File: src/rtl/mem_pkg.sv
// Shared encodings, payload types and alignment helper for the memory-stage access unit.
package mem_pkg;

    localparam int unsigned DATA_W          = 32;
    localparam int unsigned REG_W           = 5;
    localparam int unsigned TIMEOUT_CYC_DEF = 16;

    localparam logic [1:0] SZ_BYTE = 2'b00;
    localparam logic [1:0] SZ_HALF = 2'b01;
    localparam logic [1:0] SZ_WORD = 2'b10;

    localparam logic [0:0] ST_IDLE   = 1'b0;
    localparam logic [0:0] ST_ACCESS = 1'b1;

    // Registered bus payload, held stable while an access is outstanding.
    typedef struct packed {
        logic              we;
        logic [DATA_W-1:0] addr;
        logic [3:0]        be;
        logic [DATA_W-1:0] wdata;
    } mem_bus_t;

    // Per-access context needed to finish a load when the ack arrives.
    typedef struct packed {
        logic [1:0]       addr_lo;
        logic [1:0]       size;
        logic             zext;
        logic             is_load;
        logic [REG_W-1:0] rd;
    } mem_ctx_t;

    // Size 2'b11 falls into the word rule.
    function automatic logic misaligned(input logic [1:0] size, input logic [1:0] addr_lo);
        case (size)
            SZ_BYTE: return 1'b0;
            SZ_HALF: return addr_lo[0];
            default: return addr_lo != 2'b00;
        endcase
    endfunction

endpackage

File: src/rtl/mem_lane_align.sv
// Combinational lane steering: store byte enables/replicated data and load extract/extend.
module mem_lane_align
    import mem_pkg::*;
(
    input  logic [1:0]        size,
    input  logic [1:0]        addr_lo,
    input  logic [DATA_W-1:0] store_data,
    input  logic              is_store,
    input  logic              zext,
    input  logic [DATA_W-1:0] rdata,
    output logic [3:0]        be_c,
    output logic [DATA_W-1:0] wdata_c,
    output logic [DATA_W-1:0] load_c
);

    logic [7:0]  byte_v;
    logic [15:0] half_v;

    always_comb begin
        byte_v  = rdata[{addr_lo, 3'b000} +: 8];
        half_v  = rdata[{addr_lo[1], 4'b0000} +: 16];
        be_c    = 4'b0000;
        wdata_c = '0;
        load_c  = '0;
        case (size)
            SZ_BYTE: begin
                be_c    = 4'(1) << addr_lo;
                wdata_c = {4{store_data[7:0]}};
                load_c  = zext ? {24'b0, byte_v} : {{24{byte_v[7]}}, byte_v};
            end
            SZ_HALF: begin
                be_c    = addr_lo[1] ? 4'b1100 : 4'b0011;
                wdata_c = {2{store_data[15:0]}};
                load_c  = zext ? {16'b0, half_v} : {{16{half_v[15]}}, half_v};
            end
            default: begin
                be_c    = 4'b1111;
                wdata_c = store_data;
                load_c  = rdata;
            end
        endcase
        // Loads drive no lanes on the bus.
        if (!is_store) begin
            be_c    = 4'b0000;
            wdata_c = '0;
        end
    end

endmodule

File: src/rtl/mem_access_unit.sv
// MEM-stage controller: issues req/ack data-memory accesses, stalls while pending, registers WB results.
module mem_access_unit
    import mem_pkg::*;
#(
    parameter int unsigned TIMEOUT_CYC = TIMEOUT_CYC_DEF
) (
    input  logic              reloj,
    input  logic              resetMEM_n,
    input  logic              enableMEM,
    input  logic [DATA_W-1:0] DIR_MEM,
    input  logic [DATA_W-1:0] DI_MEM,
    input  logic [REG_W-1:0]  rd_rt,
    input  logic              MemRead,
    input  logic              MemWrite,
    input  logic [1:0]        mem_size,
    input  logic              mem_unsigned,
    output logic              bus_req,
    output logic              bus_we,
    output logic [DATA_W-1:0] bus_addr,
    output logic [3:0]        bus_be,
    output logic [DATA_W-1:0] bus_wdata,
    input  logic              bus_ack,
    input  logic [DATA_W-1:0] bus_rdata,
    output logic              stall_mem,
    output logic [DATA_W-1:0] DO_MEM,
    output logic [REG_W-1:0]  rd_wb,
    output logic              wb_valid,
    output logic              addr_err,
    output logic              bus_err
);

    localparam int unsigned CNT_W = (TIMEOUT_CYC > 2) ? $clog2(TIMEOUT_CYC) : 1;

    logic [0:0]        state_q, state_d;
    logic [CNT_W-1:0]  cnt_q, cnt_d;
    logic              req_q, req_d;
    mem_bus_t          bus_q, bus_d;
    mem_ctx_t          ctx_q, ctx_d;
    logic [DATA_W-1:0] do_q, do_d;
    logic [REG_W-1:0]  rd_q, rd_d;
    logic              wbv_q, wbv_d;
    logic              aerr_q, aerr_d;
    logic              berr_q, berr_d;

    logic              in_access;
    logic [1:0]        al_size, al_lo;
    logic              al_zext;
    logic [3:0]        be_c;
    logic [DATA_W-1:0] wdata_c, load_c;

    // Lane logic sees live inputs when capturing, latched context while waiting for ack.
    assign in_access = (state_q == ST_ACCESS);
    assign al_size   = in_access ? ctx_q.size    : mem_size;
    assign al_lo     = in_access ? ctx_q.addr_lo : DIR_MEM[1:0];
    assign al_zext   = in_access ? ctx_q.zext    : mem_unsigned;

    mem_lane_align u_align (
        .size       (al_size),
        .addr_lo    (al_lo),
        .store_data (DI_MEM),
        .is_store   (MemWrite),
        .zext       (al_zext),
        .rdata      (bus_rdata),
        .be_c       (be_c),
        .wdata_c    (wdata_c),
        .load_c     (load_c)
    );

    always_comb begin
        state_d   = state_q;
        cnt_d     = cnt_q;
        req_d     = req_q;
        bus_d     = bus_q;
        ctx_d     = ctx_q;
        do_d      = do_q;
        rd_d      = rd_q;
        wbv_d     = 1'b0;
        aerr_d    = 1'b0;
        berr_d    = 1'b0;
        stall_mem = 1'b0;
        case (state_q)
            ST_IDLE: begin
                if (enableMEM) begin
                    if (!(MemRead || MemWrite)) begin
                        do_d  = DIR_MEM;
                        rd_d  = rd_rt;
                        wbv_d = 1'b1;
                    end else if (misaligned(mem_size, DIR_MEM[1:0])) begin
                        aerr_d = 1'b1;
                    end else begin
                        stall_mem     = 1'b1;
                        state_d       = ST_ACCESS;
                        cnt_d         = '0;
                        req_d         = 1'b1;
                        bus_d.we      = MemWrite;
                        bus_d.addr    = {DIR_MEM[DATA_W-1:2], 2'b00};
                        bus_d.be      = be_c;
                        bus_d.wdata   = wdata_c;
                        ctx_d.addr_lo = DIR_MEM[1:0];
                        ctx_d.size    = mem_size;
                        ctx_d.zext    = mem_unsigned;
                        ctx_d.is_load = !MemWrite;
                        ctx_d.rd      = rd_rt;
                    end
                end
            end
            default: begin
                // Ack takes priority over a timeout landing in the same cycle.
                if (bus_ack) begin
                    state_d = ST_IDLE;
                    req_d   = 1'b0;
                    bus_d   = '0;
                    if (ctx_q.is_load) begin
                        do_d  = load_c;
                        rd_d  = ctx_q.rd;
                        wbv_d = 1'b1;
                    end
                end else if (cnt_q == CNT_W'(TIMEOUT_CYC - 1)) begin
                    state_d = ST_IDLE;
                    req_d   = 1'b0;
                    bus_d   = '0;
                    berr_d  = 1'b1;
                end else begin
                    cnt_d     = cnt_q + CNT_W'(1);
                    stall_mem = 1'b1;
                end
            end
        endcase
    end

    always_ff @(posedge reloj or negedge resetMEM_n) begin
        if (!resetMEM_n) begin
            state_q <= ST_IDLE;
            cnt_q   <= '0;
            req_q   <= 1'b0;
            bus_q   <= '0;
            ctx_q   <= '0;
            do_q    <= '0;
            rd_q    <= '0;
            wbv_q   <= 1'b0;
            aerr_q  <= 1'b0;
            berr_q  <= 1'b0;
        end else begin
            state_q <= state_d;
            cnt_q   <= cnt_d;
            req_q   <= req_d;
            bus_q   <= bus_d;
            ctx_q   <= ctx_d;
            do_q    <= do_d;
            rd_q    <= rd_d;
            wbv_q   <= wbv_d;
            aerr_q  <= aerr_d;
            berr_q  <= berr_d;
        end
    end

    assign bus_req   = req_q;
    assign bus_we    = bus_q.we;
    assign bus_addr  = bus_q.addr;
    assign bus_be    = bus_q.be;
    assign bus_wdata = bus_q.wdata;
    assign DO_MEM    = do_q;
    assign rd_wb     = rd_q;
    assign wb_valid  = wbv_q;
    assign addr_err  = aerr_q;
    assign bus_err   = berr_q;

endmodule

File: config.mk
export PLATFORM = sky130hd
export DESIGN_NAME = mem_access_unit
export DESIGN_NICKNAME = d
export VERILOG_FILES = /design/src/rtl/mem_pkg.sv /design/src/rtl/mem_lane_align.sv /design/src/rtl/mem_access_unit.sv
export SDC_FILE = /design/constraint.sdc
export NUM_CORES = 1
export LEC_CHECK = 0
export BUFFER_PORTS_ARGS = -buffer_cell sky130_fd_sc_hd__buf_2
export CORE_MARGIN = 3
export CORE_UTILIZATION = 35
export DETAILED_ROUTE_END_ITERATION = 7
export PLACE_DENSITY = 0.6
export SYNTH_ARGS = -nofsm -noshare
export SYNTH_HDL_FRONTEND = slang
export SYNTH_SLANG_ARGS = --single-unit
File: constraint.sdc
create_clock -name reloj -period 3.7 [get_ports reloj]
set_input_delay 0 -clock reloj [delete_from_list [all_inputs] [get_ports reloj]]
set_output_delay 0 -clock reloj [all_outputs]
set_load 0.005 [all_outputs]
Word level (Yosys, flattened, before mapping)
Index checks and enable logic that the tools add are counted.
{ "op_classes": {"n_addsub": 1, "n_eq_ne": 10, "shift": 3, "n_mux": 61, "bitwise_logic": 2, "n_reduce_logical": 11} }
{ "ops": {"columns": ["operator", "n"], "rows": [
  ["$mux W69", 6],
  ["$mux W32", 8],
  ["$pmux W32 S2", 2],
  ["$mux W4", 8],
  ["$shiftx A32 B6 Y16", 1],
  ["$shiftx A32 B6 Y8", 1],
  ["$mux W1", 28],
  ["$mux W5", 5],
  ["$reduce_and A4 Y1", 3],
  ["$ne A2 B2 Y1 const B", 5],
  ["$pmux W4 S2", 1],
  ["$reduce_bool A2 Y1", 3],
  ["$reduce_and A5 Y1", 1],
  ["$add A4 B1 Y4 const B", 1],
  ["$eq A2 B1 Y1 const B", 2],
  ["$eq A4 B4 Y1 const B", 1],
  ["$logic_not A2 Y1", 2],
  ["$mux W2", 2],
  ["$shl A1 B2 Y4 const A", 1],
  ["$ne A3 B2 Y1 const B", 1],
  ["$ne A2 B1 Y1 const B", 1],
  ["$not A1 Y1", 2],
  ["$pmux W1 S2", 1],
  ["$logic_not A1 Y1", 1],
  ["$logic_or A1 B1 Y1", 1]
]} }
{ "totals": {"register_bits": 126, "word_cells": 105} }

Logic depth before layout (Yosys ltp)
{ "logic_depth": {"ltp_word": 9, "ltp_mapped": 9} }

By module
Synthesis repeated with hierarchy kept, for this count alone.
{ "unflattened": {"hier_cells": 726, "hier_area_um2": 7039.3} }
{ "by_module_without_submodules": {"columns": ["mod", "instances", "cells_per_inst", "area_per_inst_um2", "seq_area_each_um2"], "rows": [
  ["mem_access_unit", 1, 528, 5770.5, 3103.0],
  ["mem_lane_align", 1, 198, 1268.7, 0.0]
]} }

Worst setup path after synthesis
Ideal clock, no wire load.
{ "synth_path": {"kind": "flip-flop to flip-flop", "from": "reg state_q (netlist: in_access)", "to": "reg do_q[21] (netlist: DO_MEM[21])", "t_arrival_ps": 1880, "slack_ps": 1692, "path_stages_with_launch": 9, "path_buffers": 3, "synth_period_minus_slack_ps": 2008, "path_cell_list": "dfrtp_1 > buf_2 > mux2_2 > buf_2 > mux2i_1 > o21ai_0 > o21ai_2 > buf_6 > a22oi_2"} }
{ "synth_between": {"elab_chain_cells": 7, "word_cells_on_any_way": 18} }
{ "synth_rtl": {"columns": ["item", "line_no", "text"], "rows": [
  ["start: declaration", "mem_access_unit.sv:34", "logic [0:0] state_q, state_d;"],
  ["start signal: assignment", "mem_access_unit.sv:144", "state_q <= state_d;"],
  ["$mux W2", "mem_access_unit.sv:54", "assign al_lo = in_access ? ctx_q.addr_lo : DIR_MEM[1:0];"],
  ["$shiftx A32 B6 Y16 / $shiftx A32 B6 Y8 (equally long branches)", "mem_lane_align.sv:21, mem_lane_align.sv:20", null],
  ["$mux W32, on equally long branches", "mem_lane_align.sv:34, mem_lane_align.sv:29", null],
  ["$pmux W32 S2", "mem_lane_align.sv:25", "case (size)"],
  ["$mux W32", "mem_access_unit.sv:113", "if (ctx_q.is_load) begin"],
  ["$mux W32", "mem_access_unit.sv:109", "if (bus_ack) begin"],
  ["$mux W32", "mem_access_unit.sv:81", "case (state_q)"],
  ["end signal: assignment", "mem_access_unit.sv:149", "do_q <= do_d;"],
  ["end: declaration", "mem_access_unit.sv:39", "logic [DATA_W-1:0] do_q, do_d;"]
]} }
Parallel ways exist; a longest one is shown, timed or not. The select of a mux whose other input is x is not followed.
A chain may end at the register's enable or synchronous reset.

Final worst setup path
{ "layout_path": {"from": "reg state_q (netlist: in_access)", "to": "reg bus_q (netlist bit bus_wdata[16])"} }
{ "layout_between": {"elab_chain_cells": 8, "word_cells_on_any_way": 14} }
{ "layout_rtl": {"columns": ["item", "line_no", "text"], "rows": [
  ["$mux W2", "mem_access_unit.sv:53", "assign al_size = in_access ? ctx_q.size : mem_size;"],
  ["$eq A2 B1 Y1 / $logic_not A2 Y1 (equally long branches)", "mem_lane_align.sv:25", null],
  ["$pmux W32 S2", "mem_lane_align.sv:25", null],
  ["$mux W32", "mem_lane_align.sv:43", "if (!is_store) begin"],
  ["$mux W69", "mem_access_unit.sv:88", "end else if (misaligned(mem_size, DIR_MEM[1:0])) begin"],
  ["$mux W69", "mem_access_unit.sv:84", "if (!(MemRead || MemWrite)) begin"],
  ["$mux W69", "mem_access_unit.sv:83", "if (enableMEM) begin"],
  ["$mux W69", "mem_access_unit.sv:81", null],
  ["end signal: assignment", "mem_access_unit.sv:147", "bus_q <= bus_d;"],
  ["end: declaration", "mem_access_unit.sv:37", "mem_bus_t bus_q, bus_d;"]
]} }
Parallel ways exist; a longest one is shown, timed or not. The select of a mux whose other input is x is not followed.

==> impl_metrics.toml <==
[synth]
yosysMostFrequentCell = "dfrtp_1"
synthCells = 597
synth.distinct_cells = 53
synth_area_leaders = "dfrtp_1, mux2i_1, o21ai_0"
synth_top_cell_by_area = "dfrtp_1"
synth_warnings = 0
synth_seq_cells = 124
synth_ff_type = "dfrtp_1"
synth_edf_count = 0
yosysSeqAreaShare_pct = 51.1
synthTopCellsByCount = "dfrtp_1, nand2_1, o21ai_0, mux2i_1, a22o_1"
synth_top_area_share_pct = 51.1
syn_area_um2 = 6070
syn_avg_cell_area_um2 = 10.2
postSynth.asyncResetShare_pct = 100

[global_routing]
grt_use_total_pct = 22.5
grt_pass1_vias = 6057
grt_start_max_net_pins = 103
grt_antenna_before_repair = 0
overflow = 0
grt_pass1_wl_um = 33000

[clock_tree]
clockBufferDepth = 2
cts_num_sinks = 124
htreeDepth = 4
clock_latency_ns = 0.43
cts_tree = "built"
clk_pin_slew_ns = 0.06
cts_setup_buffers = 0
numCtsBuffers = 17
cts_root_buffer = "clkbuf_16"

[hold_path]
hp-start = "bus_rdata[3]"
min_path_type = "input port to flop"

[detailed_routing]
drtAntennaViolNets = 0
totalWireLength_um = 21300
drcViolationCount = 0
vias_per_cell = 5.22
drt_iter0_drc = 426
drt_pre_antenna_iters = 5
dr_total_vias = 5903
wire_per_inst_um = 18.8

[timing]
fin_crit_ns = 3.34
finalMaxSlewViolations = 0
finalSetupViolations = 0
fin_hold_ws_ns = 0.00334
fin_skew_ns = 0.0100
period_share_pct = 90.3
setup_tns_ns = 0
slew_headroom_pct = 29.7
worst_pin_slew_ns = 1.03
finalHoldViolations = 0
rsz0062_at_grt = "false"
max_freq_ghz = 0.299

[critical_path]
end_kind = "flop"
r2r_start = "in_access$_DFF_PN0_"
path_max_fanout = 42
cp_data_arrival_time_ns = 3.62
crit_type = "flop to flop"
crit_required_ns = 3.98
cp-startpoint = "in_access$_DFF_PN0_"
start_kind = "flop"

[placed_design]
numPortBuffers = 218
routabilityCongestion = 0.851
detailed_place_hpwl_um = 14200

[finish]
layout-drive-gt1-share_pct = 31.8
area_growth_syn_to_layout_pct = 47.8
antenna_cells = 0
nNetsFinal = 1009

[floorplan]
core-area_um2 = 16800
rows = 47
pin_count = 221
die_w_um = 138
die_area_um2 = 19000
start_util_pct = 36.2
die_h_um = 138

[status]
status = "completed"

[run]
max_cap_violations = 0

[power_and_ir_drop]
leakage_nw = 4.37
vdd_drop_max_uv = 344
power_density_nw_per_um2 = 559
[logic make-up after synthesis]
kind of cell             share of synthesized area [%]
AO/OA/AOI/OAI                                     23.2
adder cells (fa/ha/maj)                          0.206
buffers and inverters                             4.04
flip-flops                                        51.1
multiplexers                                      9.52
other                                           0.0617
AND/OR/NAND/NOR                                   11.9
[flip-flops by register name, indices dropped and copies added (netlist names), 4 cells and up]
signal,count
rd_wb,5
bus_be,4
bus_wdata,32
DO_MEM,32
cnt_q,4
ctx_q,11
bus_addr,30
[routing by layer]
metal | wire [µm] | part of all wire [%] | vias up | global-route usage, %
met3 | 1200 | 5.7 | 32 | 5.70
li1 | - | - | 2785 | -
met1 | 9440 | 44 | 2878 | 30.3
met2 | 10100 | 48 | 208 | 35.8
met5 | 0 | 0 | - | 0
met4 | 478 | 2.2 | 0 | 7.08
[cell type report]
| cell class | count | area (µm²) |
|---|---|---|
| Tap cell | 220 | 275 |
| Sequential cell | 124 | 3100 |
| Clock buffer | 20 | 457 |
| Inverter | 5 | 18.8 |
| Clock inverter | 12 | 161 |
| Fill cell | 1527 | 7780 |
| Timing Repair Buffer | 330 | 2200 |
| Multi-Input combinational cell | 420 | 2760 |
[cells in the final DEF, fill, tap and decap left out, types with 4 or more instances in the layout]
cell type	instances
inv_1	5
dfrtp_1	123
a22o_1	38
nor2_1	29
buf_2	217
mux2i_1	41
buf_4	8
nand2_1	85
or3_1	13
a22oi_1	6
o21ai_0	70
a21oi_1	29
o221ai_1	5
nand3_1	6
a22oi_2	10
nor3_1	6
o211ai_1	7
a2bb2oi_1	7
a221oi_1	7
mux2_2	12
nand2b_1	4
dlygate4sd3_1	104
clkbuf_16	17
[power breakdown]
group / internal, W / switching, W / total (W)
clock: 0.00110 / 0.000654 / 0.00175
sequential: 0.00168 / 0.000224 / 0.00191
combinational: 0.000660 / 0.000692 / 0.00135
[path summary, 6_finish.rpt]
kind	depth (start not counted)	to	slack [ns]
worst max-delay path	6	bus_wdata[16]$_DFFE_PN0P_	0.36
worst min-delay path	5	DO_MEM[3]$_DFFE_PN0P_	0.003
worst max register to register	6	bus_wdata[16]$_DFFE_PN0P_	0.36
worst min register to register	2	bus_wdata[16]$_DFFE_PN0P_	0.48
max in group asynchronous	3	bus_addr[3]$_DFFE_PN0P_	2.56
min in group asynchronous	2	bus_wdata[18]$_DFFE_PN0P_	0.25
[worst max-delay path: stages, from the launching register on]
cell and delay, ns:
dfrtp_2 0.76, buf_4 0.39, buf_4 0.25, mux2_2 0.84, mux2i_1 0.29, dlygate4sd3_1 0.57, o21ai_0 0.07
[metrics by stage]
step	instances	utilization [%]	setup WS, ns	instance area, µm²	power (W)
2_1_floorplan	598	-	1.69	6080	0.00259
4_1_cts	1131	53.5	0.429	8970	0.00505
3_5_place_dp	995	43.7	0.754	7320	0.00319
6_report	1131	53.5	0.358	8970	0.00501
3_3_place_gp	995	43.7	0.792	7320	0.00318
5_1_grt	1131	53.5	0.162	8970	0.00530
[what timing repair did]
action,in CTS,in global routing
hold buffers,104,0
gates resized for setup,0,0
endpoints found under the hold margin,212,0
Note: power is estimated with default switching activity, not from simulation.
